--- config.mk ---
export PLATFORM = sky130hd
export DESIGN_NAME = wb_writeback_io
export DESIGN_NICKNAME = d
export VERILOG_FILES = /design/src/rtl/wb_writeback_io_pkg.sv /design/src/rtl/wb_writeback_io_regfile_8xn.sv /design/src/rtl/wb_writeback_io.sv
export SDC_FILE = /design/constraint.sdc
export NUM_CORES = 1
export LEC_CHECK = 0
export CELL_PAD_IN_SITES_DETAIL_PLACEMENT = 0
export CELL_PAD_IN_SITES_GLOBAL_PLACEMENT = 2
export CORE_UTILIZATION = 30
export DETAILED_ROUTE_END_ITERATION = 10
export PLACE_DENSITY_LB_ADDON = 0.12
export SLEW_MARGIN = 20
export SYNTH_ARGS = -nofsm -noshare
export SYNTH_HDL_FRONTEND = slang
export SYNTH_SLANG_ARGS = --single-unit
--- constraint.sdc ---
create_clock -name clk -period 7.6 [get_ports clk]
set_input_delay 1.52 -clock clk [delete_from_list [all_inputs] [get_ports clk]]
set_output_delay 1.52 -clock clk [all_outputs]
set_load 0.1 [all_outputs]
--- src/rtl/wb_writeback_io_pkg.sv ---
// Shared definitions for the write-back stage: MemtoReg encodings,
// register-file geometry, the bubble encoding and IN/OUT port decode.
package wb_writeback_io_pkg;

    // Register file geometry
    localparam int NUM_REGS = 8;
    localparam int REG_AW   = 3;

    // An all-zero instruction word is a bubble and never retires
    localparam int NOP_INST = 0;

    // Write-back data source select
    typedef enum logic [1:0] {
        MTR_ALU = 2'b00,
        MTR_MEM = 2'b01,
        MTR_PC  = 2'b10,
        MTR_IN  = 2'b11
    } mtr_e;

    // Port operation actually performed this cycle after priority resolution
    typedef struct packed {
        logic in_op;
        logic out_op;
    } port_op_t;

    // IN has priority; an OUT flagged together with an IN is dropped
    function automatic port_op_t decode_port(input logic wb_in, input logic wb_out);
        port_op_t op;
        op.in_op  = wb_in;
        op.out_op = wb_out & ~wb_in;
        return op;
    endfunction

endpackage

--- src/rtl/wb_writeback_io_regfile_8xn.sv ---
// 8 x n register file: one synchronous write port and two asynchronous
// read ports. A read of the register being written this cycle returns the
// write data, so ID sees the value before it lands in the flops.
module regfile_8xn
    import wb_writeback_io_pkg::*;
#(
    parameter int n = 16
) (
    input  logic              clk,
    input  logic              rst,
    input  logic              we,
    input  logic [REG_AW-1:0] waddr,
    input  logic [n-1:0]      wdata,
    input  logic [REG_AW-1:0] raddr_a,
    input  logic [REG_AW-1:0] raddr_b,
    output logic [n-1:0]      rdata_a,
    output logic [n-1:0]      rdata_b
);

    logic [n-1:0] regs_q [NUM_REGS];
    logic [n-1:0] regs_d [NUM_REGS];

    // Next-state: copy current contents, overwrite the addressed entry on a write
    always_comb begin
        for (int i = 0; i < NUM_REGS; i++) begin
            regs_d[i] = regs_q[i];
        end
        if (we) begin
            regs_d[waddr] = wdata;
        end
    end

    // Register storage; every entry, R0 included, clears on reset
    always_ff @(posedge clk) begin
        if (rst) begin
            for (int i = 0; i < NUM_REGS; i++) begin
                regs_q[i] <= '0;
            end
        end else begin
            for (int i = 0; i < NUM_REGS; i++) begin
                regs_q[i] <= regs_d[i];
            end
        end
    end

    // Read port A with write-through bypass
    always_comb begin
        rdata_a = regs_q[raddr_a];
        if (we && (raddr_a == waddr)) begin
            rdata_a = wdata;
        end
    end

    // Read port B with write-through bypass
    always_comb begin
        rdata_b = regs_q[raddr_b];
        if (we && (raddr_b == waddr)) begin
            rdata_b = wdata;
        end
    end

endmodule

--- src/rtl/wb_writeback_io.sv ---
// Write-back stage of the 16-bit pipelined core. Picks the write-back value,
// commits it to the register file, runs the IN/OUT port handshakes and stalls
// the whole pipeline while a port transfer cannot complete.
module wb_writeback_io
    import wb_writeback_io_pkg::*;
#(
    parameter int n     = 16,
    parameter int CNT_W = 16
) (
    input  logic              clk,
    input  logic              rst,
    input  logic [1:0]        WB_MemtoReg,
    input  logic [n-1:0]      WB_inst,
    input  logic [n-1:0]      WB_PC_adder_out,
    input  logic [n-1:0]      WB_ReadData_dmem,
    input  logic [n-1:0]      WB_ALU_out,
    input  logic              WB_IN,
    input  logic              WB_OUT,
    input  logic              WB_RegWrite,
    input  logic [REG_AW-1:0] WB_WriteRegister,
    input  logic [REG_AW-1:0] rd_addr_a,
    input  logic [REG_AW-1:0] rd_addr_b,
    output logic [n-1:0]      rd_data_a,
    output logic [n-1:0]      rd_data_b,
    input  logic [n-1:0]      in_data,
    input  logic              in_valid,
    output logic              in_ready,
    output logic [n-1:0]      out_data,
    output logic              out_valid,
    input  logic              out_ready,
    output logic              stall,
    output logic [CNT_W-1:0]  retire_cnt
);

    port_op_t         port_op;
    logic             commit;
    logic             reg_we;
    logic [n-1:0]     wdata;

    logic [n-1:0]     out_data_q;
    logic [n-1:0]     out_data_d;
    logic             out_valid_q;
    logic             out_valid_d;
    logic [CNT_W-1:0] retire_cnt_q;
    logic [CNT_W-1:0] retire_cnt_d;

    // Port decode, stall and commit; reset forces a quiet, non-committing cycle
    always_comb begin
        port_op  = decode_port(WB_IN, WB_OUT);
        in_ready = port_op.in_op & in_valid & ~rst;
        stall    = ~rst & ((port_op.in_op & ~in_valid) |
                           (port_op.out_op & out_valid_q & ~out_ready));
        commit   = ~stall & ~rst;
        reg_we   = commit & WB_RegWrite;
    end

    // Write-back data select
    always_comb begin
        wdata = WB_ALU_out;
        case (WB_MemtoReg)
            MTR_ALU: wdata = WB_ALU_out;
            MTR_MEM: wdata = WB_ReadData_dmem;
            MTR_PC:  wdata = WB_PC_adder_out;
            MTR_IN:  wdata = in_data;
            default: wdata = WB_ALU_out;
        endcase
    end

    regfile_8xn #(
        .n(n)
    ) u_regfile (
        .clk     (clk),
        .rst     (rst),
        .we      (reg_we),
        .waddr   (WB_WriteRegister),
        .wdata   (wdata),
        .raddr_a (rd_addr_a),
        .raddr_b (rd_addr_b),
        .rdata_a (rd_data_a),
        .rdata_b (rd_data_b)
    );

    // Output holding register: a sink accept frees the slot, a committed OUT refills it
    always_comb begin
        out_data_d  = out_data_q;
        out_valid_d = out_valid_q;
        if (out_valid_q && out_ready) begin
            out_valid_d = 1'b0;
        end
        if (commit && port_op.out_op) begin
            out_data_d  = WB_ALU_out;
            out_valid_d = 1'b1;
        end
    end

    // Retired-instruction counter; bubbles do not count and the value wraps
    always_comb begin
        retire_cnt_d = retire_cnt_q;
        if (commit && (WB_inst != n'(NOP_INST))) begin
            retire_cnt_d = retire_cnt_q + CNT_W'(1);
        end
    end

    // State registers for the output port and the retire counter
    always_ff @(posedge clk) begin
        if (rst) begin
            out_data_q   <= '0;
            out_valid_q  <= 1'b0;
            retire_cnt_q <= '0;
        end else begin
            out_data_q   <= out_data_d;
            out_valid_q  <= out_valid_d;
            retire_cnt_q <= retire_cnt_d;
        end
    end

    assign out_data   = out_data_q;
    assign out_valid  = out_valid_q;
    assign retire_cnt = retire_cnt_q;

    // An IN instruction must route the port data into the register file
    in_mtr_check: assert property (@(posedge clk) disable iff (rst)
        WB_IN |-> (WB_MemtoReg == MTR_IN));

endmodule

==> Word-level counts from Yosys, hierarchy flattened <==
Memories as Yosys holds them, arrays and structs flattened.
Index checks and enable logic that the tools add are counted.
Widths: inputs -> output; s select.
{ "classes": {"add_sub_neg": 1, "multipliers": 0, "div_mod_pow": 0, "n_lt_le_gt_ge": 2, "eq_ne": 5, "shifts": 0, "muxes": 20, "bitwise": 24, "reduce_logical": 9} }
{ "op_table": {"columns": ["operator", "n"], "rows": [
  ["$mux 16", 11],
  ["$bwmux 128", 1],
  ["$mux 128", 1],
  ["$pmux 16 s4", 1],
  ["$demux 16 s3", 1],
  ["$add 16x1->16 const B", 1],
  ["$reduce_bool 16->1", 1],
  ["$and 1x1->1", 9],
  ["$or 1x1->1", 9],
  ["$eq 3x3->1", 2],
  ["$logic_and 1x1->1", 6],
  ["$mux 1", 5],
  ["$not 1->1", 5],
  ["$eq 2x2->1 const B", 2],
  ["$ge 4x4->1 const B", 1],
  ["$lt 4x1->1 const B", 1],
  ["$not 3->4", 1],
  ["$eq 2x1->1 const B", 1],
  ["$logic_not 2->1", 1],
  ["$reduce_bool 2->1", 1]
]} }
{ "totals": {"regBits": 33, "latch_bits": 0, "ram_bits": 128, "romBits": 0, "input_bits": 98, "out_inout_bits": 67, "elab_cells": 65, "memories": 1} }
{ "mem_list": {"columns": ["name", "depth", "width", "read_ports", "rd_ports_with_merged_regs", "wr", "line_no", "source"], "rows": [
  ["u_regfile.regs_q", 8, 16, 10, 0, 8, "wb_writeback_io_regfile_8xn.sv:20", "logic [n-1:0] regs_q [NUM_REGS];"]
]} }

==> Logic depth before layout (Yosys ltp) <==
Gate-level depths: netlist of the first run.
{ "logic_depth": {"ltp_word": 11, "depth_mapped": 6} }

==> Modules after synthesis <==
Synthesis of the first run repeated with hierarchy kept, for this count alone.
{ "hier_totals": {"cells_unflattened": 950, "area_unflattened_um2": 9185.1} }
{ "by_module_without_submodules": {"columns": ["module", "instances", "cells_each", "area_each_um2"], "rows": [
  ["regfile_8xn", 1, 747, 7292.0],
  ["wb_writeback_io", 1, 203, 1893.1]
]} }

==> Least setup slack after synthesis of the first run <==
Ideal clock, no wire load.
{ "synth_timing": {"kind": "input to output", "start": "in rst", "end": "out stall", "arrival_ps": 3575, "t_required_ps": 6080, "slack_ps": 2505, "path_stages": 4, "n_path_buf": 3, "cell_sequence": "buf_2 -> clkbuf_1 -> clkbuf_1 -> a21oi_1"} }
{ "synth_between": {"elab_chain_len": 2} }
{ "synth_rtl": {"columns": ["item", "line_no", "source"], "rows": [
  ["start, declared", "wb_writeback_io.sv:11", "input logic rst,"],
  ["$not 1->1", "wb_writeback_io.sv:51", "stall = ~rst & ((port_op.in_op & ~in_valid) |"],
  ["$and 1x1->1", "wb_writeback_io.sv:51", null],
  ["end, declared", "wb_writeback_io.sv:31", "output logic stall,"]
]} }
No other way between the ends.

==> Worst setup path after layout of the first run <==
{ "layout_timing": {"start": "in WB_IN", "end": "out rd_data_a[11]"} }
{ "layout_between": {"elab_chain_len": 11} }
{ "layout_rtl": {"columns": ["item", "line_no", "source"], "rows": [
  ["start, declared", "wb_writeback_io.sv:17", "input logic WB_IN,"],
  ["$not 1->1", "wb_writeback_io_pkg.sv:30", "op.out_op = wb_out & ~wb_in;"],
  ["$and 1x1->1", "wb_writeback_io_pkg.sv:30", null],
  ["$and 1x1->1 (2 in a row)", "wb_writeback_io.sv:52", "(port_op.out_op & out_valid_q & ~out_ready));"],
  ["$or 1x1->1 (*)", "wb_writeback_io.sv:51", null],
  ["$and 1x1->1 (*)", "wb_writeback_io.sv:51", null],
  ["$not 1->1 (*)", "wb_writeback_io.sv:53", "commit = ~stall & ~rst;"],
  ["$and 1x1->1 (*)", "wb_writeback_io.sv:53", null],
  ["$and 1x1->1 (*)", "wb_writeback_io.sv:54", "reg_we = commit & WB_RegWrite;"],
  ["$logic_and 1x1->1 (*)", "wb_writeback_io_regfile_8xn.sv:49", "if (we && (raddr_a == waddr)) begin"],
  ["$mux 16 (*)", "wb_writeback_io_regfile_8xn.sv:49", null],
  ["end, declared", "wb_writeback_io.sv:23", "output logic [n-1:0] rd_data_a,"]
]} }
Mark *: on every way between the ends. The rest lies on a longest branch, timed or not.

==> results of run 1 <==
==> power by group <==
part           leakage (uW)  switching (uW)  internal, uW
Sequential          0.00130            10.2           857
Clock              0.000264             403           428
Combinational       0.00231             258           122
==> final timing paths <==
check | endpoint | cells past startpoint
worst min register to register | out_data[5]$_SDFFE_PP0P_ | 2
worst min-delay path | out_data[5]$_SDFFE_PP0P_ | 2
worst max register to register | u_regfile.regs_q[3][12]$_SDFFE_PP0P_ | 5
worst max-delay path | rd_data_a[11] | 6
==> registers in the layout, summed over array words and instances, names as in the netlist <==
register / cells
out_data: 16
out_valid: 1
retire_cnt: 16
u_regfile.regs_q: 128
==> Yosys cell counts (all sizes together), types with 2 or more instances <==
master and instances:
or4b 2, nand3 137, and4 5, mux2i 7, dfxtp 161, nor2b 6, buf 51, clkbuf 70
o21ai 145, nor2 7, nor3 3, nand2 44, mux4 80, and3 6, a21oi 131, xor2 6
inv 4, mux2 69, nand4 8, nor4 9
==> final cells by class <==
cell class                 instances  area (sq um)  area share, %
multi-input combinational        683          5480           48.0
tap                              390           488           4.27
sequential                       161          3220           28.2
timing repair buffer             181          1660           14.6
clock buffer                      17           425           3.73
inverter                           4          15.0          0.131
clock inverter                    15           123           1.07
==> per-stage QoR <==
stage          instance area, sq um  cells  worst slack, ns  hold WS (ns)
6_report                      11400   1451             2.12         0.457
5_1_grt                       11400   1451             1.98         0.470
3_3_place_gp                  10900   1419             2.10         0.436
2_1_floorplan                  9230    969             2.50         0.460
3_5_place_dp                  10900   1419             2.08         0.445
4_1_cts                       11400   1451             2.08         0.458
==> cell families (layout without fill, tap and decap cells) <==
group / Yosys count / after routing / share of synthesized area [%]
AO/OA/AOI/OAI: 281 / 281 / 15.4
AND/OR/NAND/NOR: 239 / 239 / 14.3
flip-flops: 161 / 161 / 34.9
multiplexers: 156 / 156 / 28.7
buffers and inverters: 125 / 217 / 5.94
XOR/XNOR: 6 / 6 / 0.569
adder cells (fa/ha/maj): 1 / 1 / 0.135
==> cells in the final DEF (no fill, tap or decap), types with 44 or more instances in the layout <==
cell type	n
dfxtp_1	161
o21ai_0	143
nand3_1	133
a21oi_1	131
clkdlybuf4s50_1	126
mux4_2	80
mux2_2	52
buf_4	50
nand2_1	44
==> critical path: cells and delay by family <==
family                 cells  cell delay, ns
muxes                      1            0.45
buffers and inverters      2            0.83
and+or+nand+nor            3            1.14
==> routing by layer <==
metal	vias to the layer above	track usage (%)
met4	0	5.27
li1	3803	-
met5	-	0
met2	253	36.3
met1	4078	28.9
met3	21	4.22
==> flow_summary.toml, run 1 <==
[timing]
drv_slew = 0
worst_pin_slew_ns = 1.11
fin_crit_ns = 5.48
fmax_mhz = 183
relSlewSlack_pct = 26.3
timing.final.crit_share_pct = 72.0
setup_tns_ns = 0
setup_viol = 0
rsz0062_at_grt = "no"
clock_skew_ns = 0.00944
hold_viol = 0

[critical_path]
crit_start = "WB_IN"
slowest_delay_ns = 0.59
startpoint_type = "input pin"
critPathSlowestCell = "clkdlybuf4s50_1"
ff2ff_setup_slack_ns = 5.61
worstSetupPathType = "input pin to primary output"
crit_fanout = 16
required_ns = 6.08
worstPathArrival_ns = 3.96
crit_chain = "clkdlybuf4s50_1 -> and4bb_4 -> nor3_4 -> nand3_4 -> mux2_1 -> buf_4"
end_kind = "primary output"
rr_startpoint = "out_valid$_SDFFE_PP0P_"

[clock_tree]
clockBufferDepth = 2
cts-resized-gates = 0
postCtsSetupRepairBufs = 0
clock-sinks = 161
insertion_delay_ns = 0.42
cts_buffers = 17
cts_max_level = 4
cts_tree = "yes"
root_buffer = "clkbuf_16"
path_clk_slew_ns = 0.08
postCtsHoldBufs = 0

[hold_path]
worstHoldStart = "out_data[5]$_SDFFE_PP0P_"
hold_path.class = "flip-flop to flip-flop"

[floorplanning]
start_util_pct = 30.8
die_area_sq_mm = 0.0315
rows = 63
io_pins = 165
die_h_um = 177
core_area_sq_mm = 0.0300
die_w_um = 177

[global_route]
grt_pass1_wl_um = 51400
first_global_vias = 8242
antenna_found_initial = 0
grt-ovfl-total = 0
grt_use_total_pct = 21.8
grt_max_degree = 93

[detailed_routing]
avgViaCountPerCell = 5.62
vias = 8155
dr_wl_met2_um = 16400
wl_met3_um = 1810
wl_per_cell_um = 23.4
drtIter0Drc = 677
drc = 0
drt-total-wl_um = 33900
routed.top_layer = "met4"
met1_length_um = 15200
ant_nets = 0
dr.pass1.iters = 5

[synth]
ys.flop_type = "dfxtp_1"
synth_top_area_share_pct = 34.9
netlist-cell-type-count = 47
ys_async_sr_fraction_pct = 0
yosysSeqAreaShare_pct = 34.9
synth_area_sq_mm = 0.00923
ys_warn_count = 0
syn_nets = 1068
syn_avg_cell_area_sq_um = 9.53
synth_edf_count = 0
synth_seq_cells = 161
synth_cells = 969
yosysTopAreaCell = "dfxtp_1"
synth.area.top_cells = "dfxtp_1, mux4_2, o21ai_0"

[flow_run]
drv_cap = 0

[placed_design]
hpwl_um = 20100
port_buffers = 164
gp_congestion = 0.713

[cells_and_area]
filler_cell_count = 2996
layout-drive-gt1-share_pct = 22.1
finish.utilization_pct = 38.1
area_growth_syn_to_layout_pct = 23.7
antenna_cells = 0
fin_nets = 1147

[power]
ir_drop_uv = 143
power_density_mw_per_mm2 = 182
p_total_uw = 2080
p_leak_uw = 0.00387

[outcome]
status = "completed"
(Power assumes the default switching activity.)
==> inputs of run 2 (changes only) <==
- clock period: 7.6 -> 4.9 ns (I/O delays scaled with it)
==> flow_summary.toml, run 2 (synthesis gave the netlist of run 1 again) <==
[outcome]
status = "completed"

[clock_tree]
postCtsSetupRepairBufs = 0
clockBufferDepth = 2
cts_tree = "yes"
postCtsHoldBufs = 0
cts_buffers = 17
path_clk_slew_ns = 0.07
root_buffer = "clkbuf_16"
cts_max_level = 4
cts-resized-gates = 0
insertion_delay_ns = 0.43
clock-sinks = 161

[hold_path]
hold_depth = 2
worstHoldStart = "out_data[1]$_SDFFE_PP0P_"
hold_path.class = "flip-flop to flip-flop"
min_to = "out_data[1]$_SDFFE_PP0P_"

[floorplanning]
io_pins = 165
die_area_sq_mm = 0.0315
die_w_um = 177
start_util_pct = 30.8
rows = 63
die_h_um = 177
core_area_sq_mm = 0.0300

[critical_path]
critPathSlowestCell = "clkdlybuf4s50_1"
ff2ff_setup_slack_ns = 2.85
r2r_cells = 5
slowest_delay_ns = 0.59
crit_chain = "clkdlybuf4s50_1 -> and4bb_4 -> nor3_4 -> nand3_4 -> mux2_1 -> buf_12"
end_kind = "primary output"
crit_fanout = 16
required_ns = 3.92
worstPathArrival_ns = 3.24
rr_startpoint = "retire_cnt[1]$_SDFFE_PP0P_"
r2r_end = "retire_cnt[14]$_SDFFE_PP0P_"
startpoint_type = "input pin"
worstSetupPathType = "input pin to primary output"

[placed_design]
gp_congestion = 0.741
port_buffers = 164
hpwl_um = 19500
placed_cells = 1422

[cells_and_area]
filler_cell_count = 2936
area_growth_syn_to_layout_pct = 29.3
largest_reg_flops = 128
antenna_cells = 0
fin_nets = 1150
final_common_cell = "dfxtp_1"
fin_cells = 1454
finish.utilization_pct = 39.9
top_register = "u_regfile.regs_q"
layout-drive-gt1-share_pct = 22.5
regArea_sq_mm = 0.00322
layout_common_cells = "dfxtp_1, o21ai_0, nand3_1"
multi_input_area_sq_mm = 0.00548

[timing]
rsz0062_at_grt = "no"
drv_slew = 0
fmax_mhz = 237
hold_viol = 0
worst_pin_slew_ns = 1.06
setup_tns_ns = 0
clock_skew_ns = 0.0138
fin_crit_ns = 4.22
timing.final.crit_share_pct = 86.2
relSlewSlack_pct = 29.4
setup_viol = 0
whs_ns = 0.462

[detailed_routing]
vias = 8167
avgViaCountPerCell = 5.62
ant_nets = 0
drtIter0Drc = 671
drt-total-wl_um = 33300
dr.pass1.iters = 5
drc = 0
wl_per_cell_um = 22.9

[power]
power_density_mw_per_mm2 = 279
p_leak_uw = 0.00402
ir_drop_uv = 238

[flow_run]
drv_cap = 0

[global_route]
grt-ovfl-total = 0
grt_use_total_pct = 21.8
antenna_found_initial = 0
grt_max_degree = 85
first_global_vias = 8336
grt_pass1_wl_um = 52100
[run 2: cell count changes in the layout (fill, tap and decap cells not counted), sizes merged]
cell           before  now
clkdlybuf4s50     126  125
inv                12   13
clkinv              4    3
buf                55   59
clkinvlp            3    2
bufinv              0    1
[run 2: worst max path at each step]
| stage | from | end | slack [ns] | cells after the start |
|---|---|---|---|---|
| after detailed placement | WB_IN | rd_data_a[7] | 0.64 | 6 |
| after global routing | WB_IN | rd_data_a[10] | 0.59 | 6 |
| after global placement | WB_IN | rd_data_b[9] | 0.69 | 6 |
| after floorplan | rst | stall | 0.88 | 4 |
| final | WB_IN | rd_data_a[7] | 0.68 | 6 |
| after CTS | WB_IN | rd_data_a[7] | 0.65 | 6 |
[run 2: through the flow]
stage                     setup slack (ns)  total power [uW]  cell area (sq um)
after detailed placement             0.641              2000              11300
after global placement               0.687              2000              11300
after global routing                 0.593              3460              11900
final                                0.676              3330              11900
after floorplan                      0.885              1750               9230
after CTS                            0.654              3370              11900
[run 2: layer usage]
metal	part of all wire, %	vias up	wire length, um	global-route usage [%]
met2	49	263	16200	36.3
met4	0.97	0	322	3.92
met3	5.3	22	1760	4.41
met1	45	4081	15000	29.3
met5	0	-	0	0
li1	-	3801	-	-
[run 2: final cells by class]
| type | count | share of cell area (%) |
|---|---|---|
| well taps | 390 | 4.09 |
| multi-input cells | 683 | 45.9 |
| repair buffers | 184 | 17.9 |
| clock inverters | 15 | 1.40 |
| flip-flops and latches | 161 | 27.0 |
| inverters | 4 | 0.126 |
| clock buffers | 17 | 3.56 |
[run 2: worst max-delay path: cells and delay by family]
family	cells	cell delay [ns]
and+or+nand+nor	3	0.98
muxes	1	0.48
buffers and inverters	2	0.77
[run 2: report_power, final]
part           internal (uW)  switching [uW]
registers               1330            15.0
clock network            728             644
logic                    214             404
total                   2270            1060
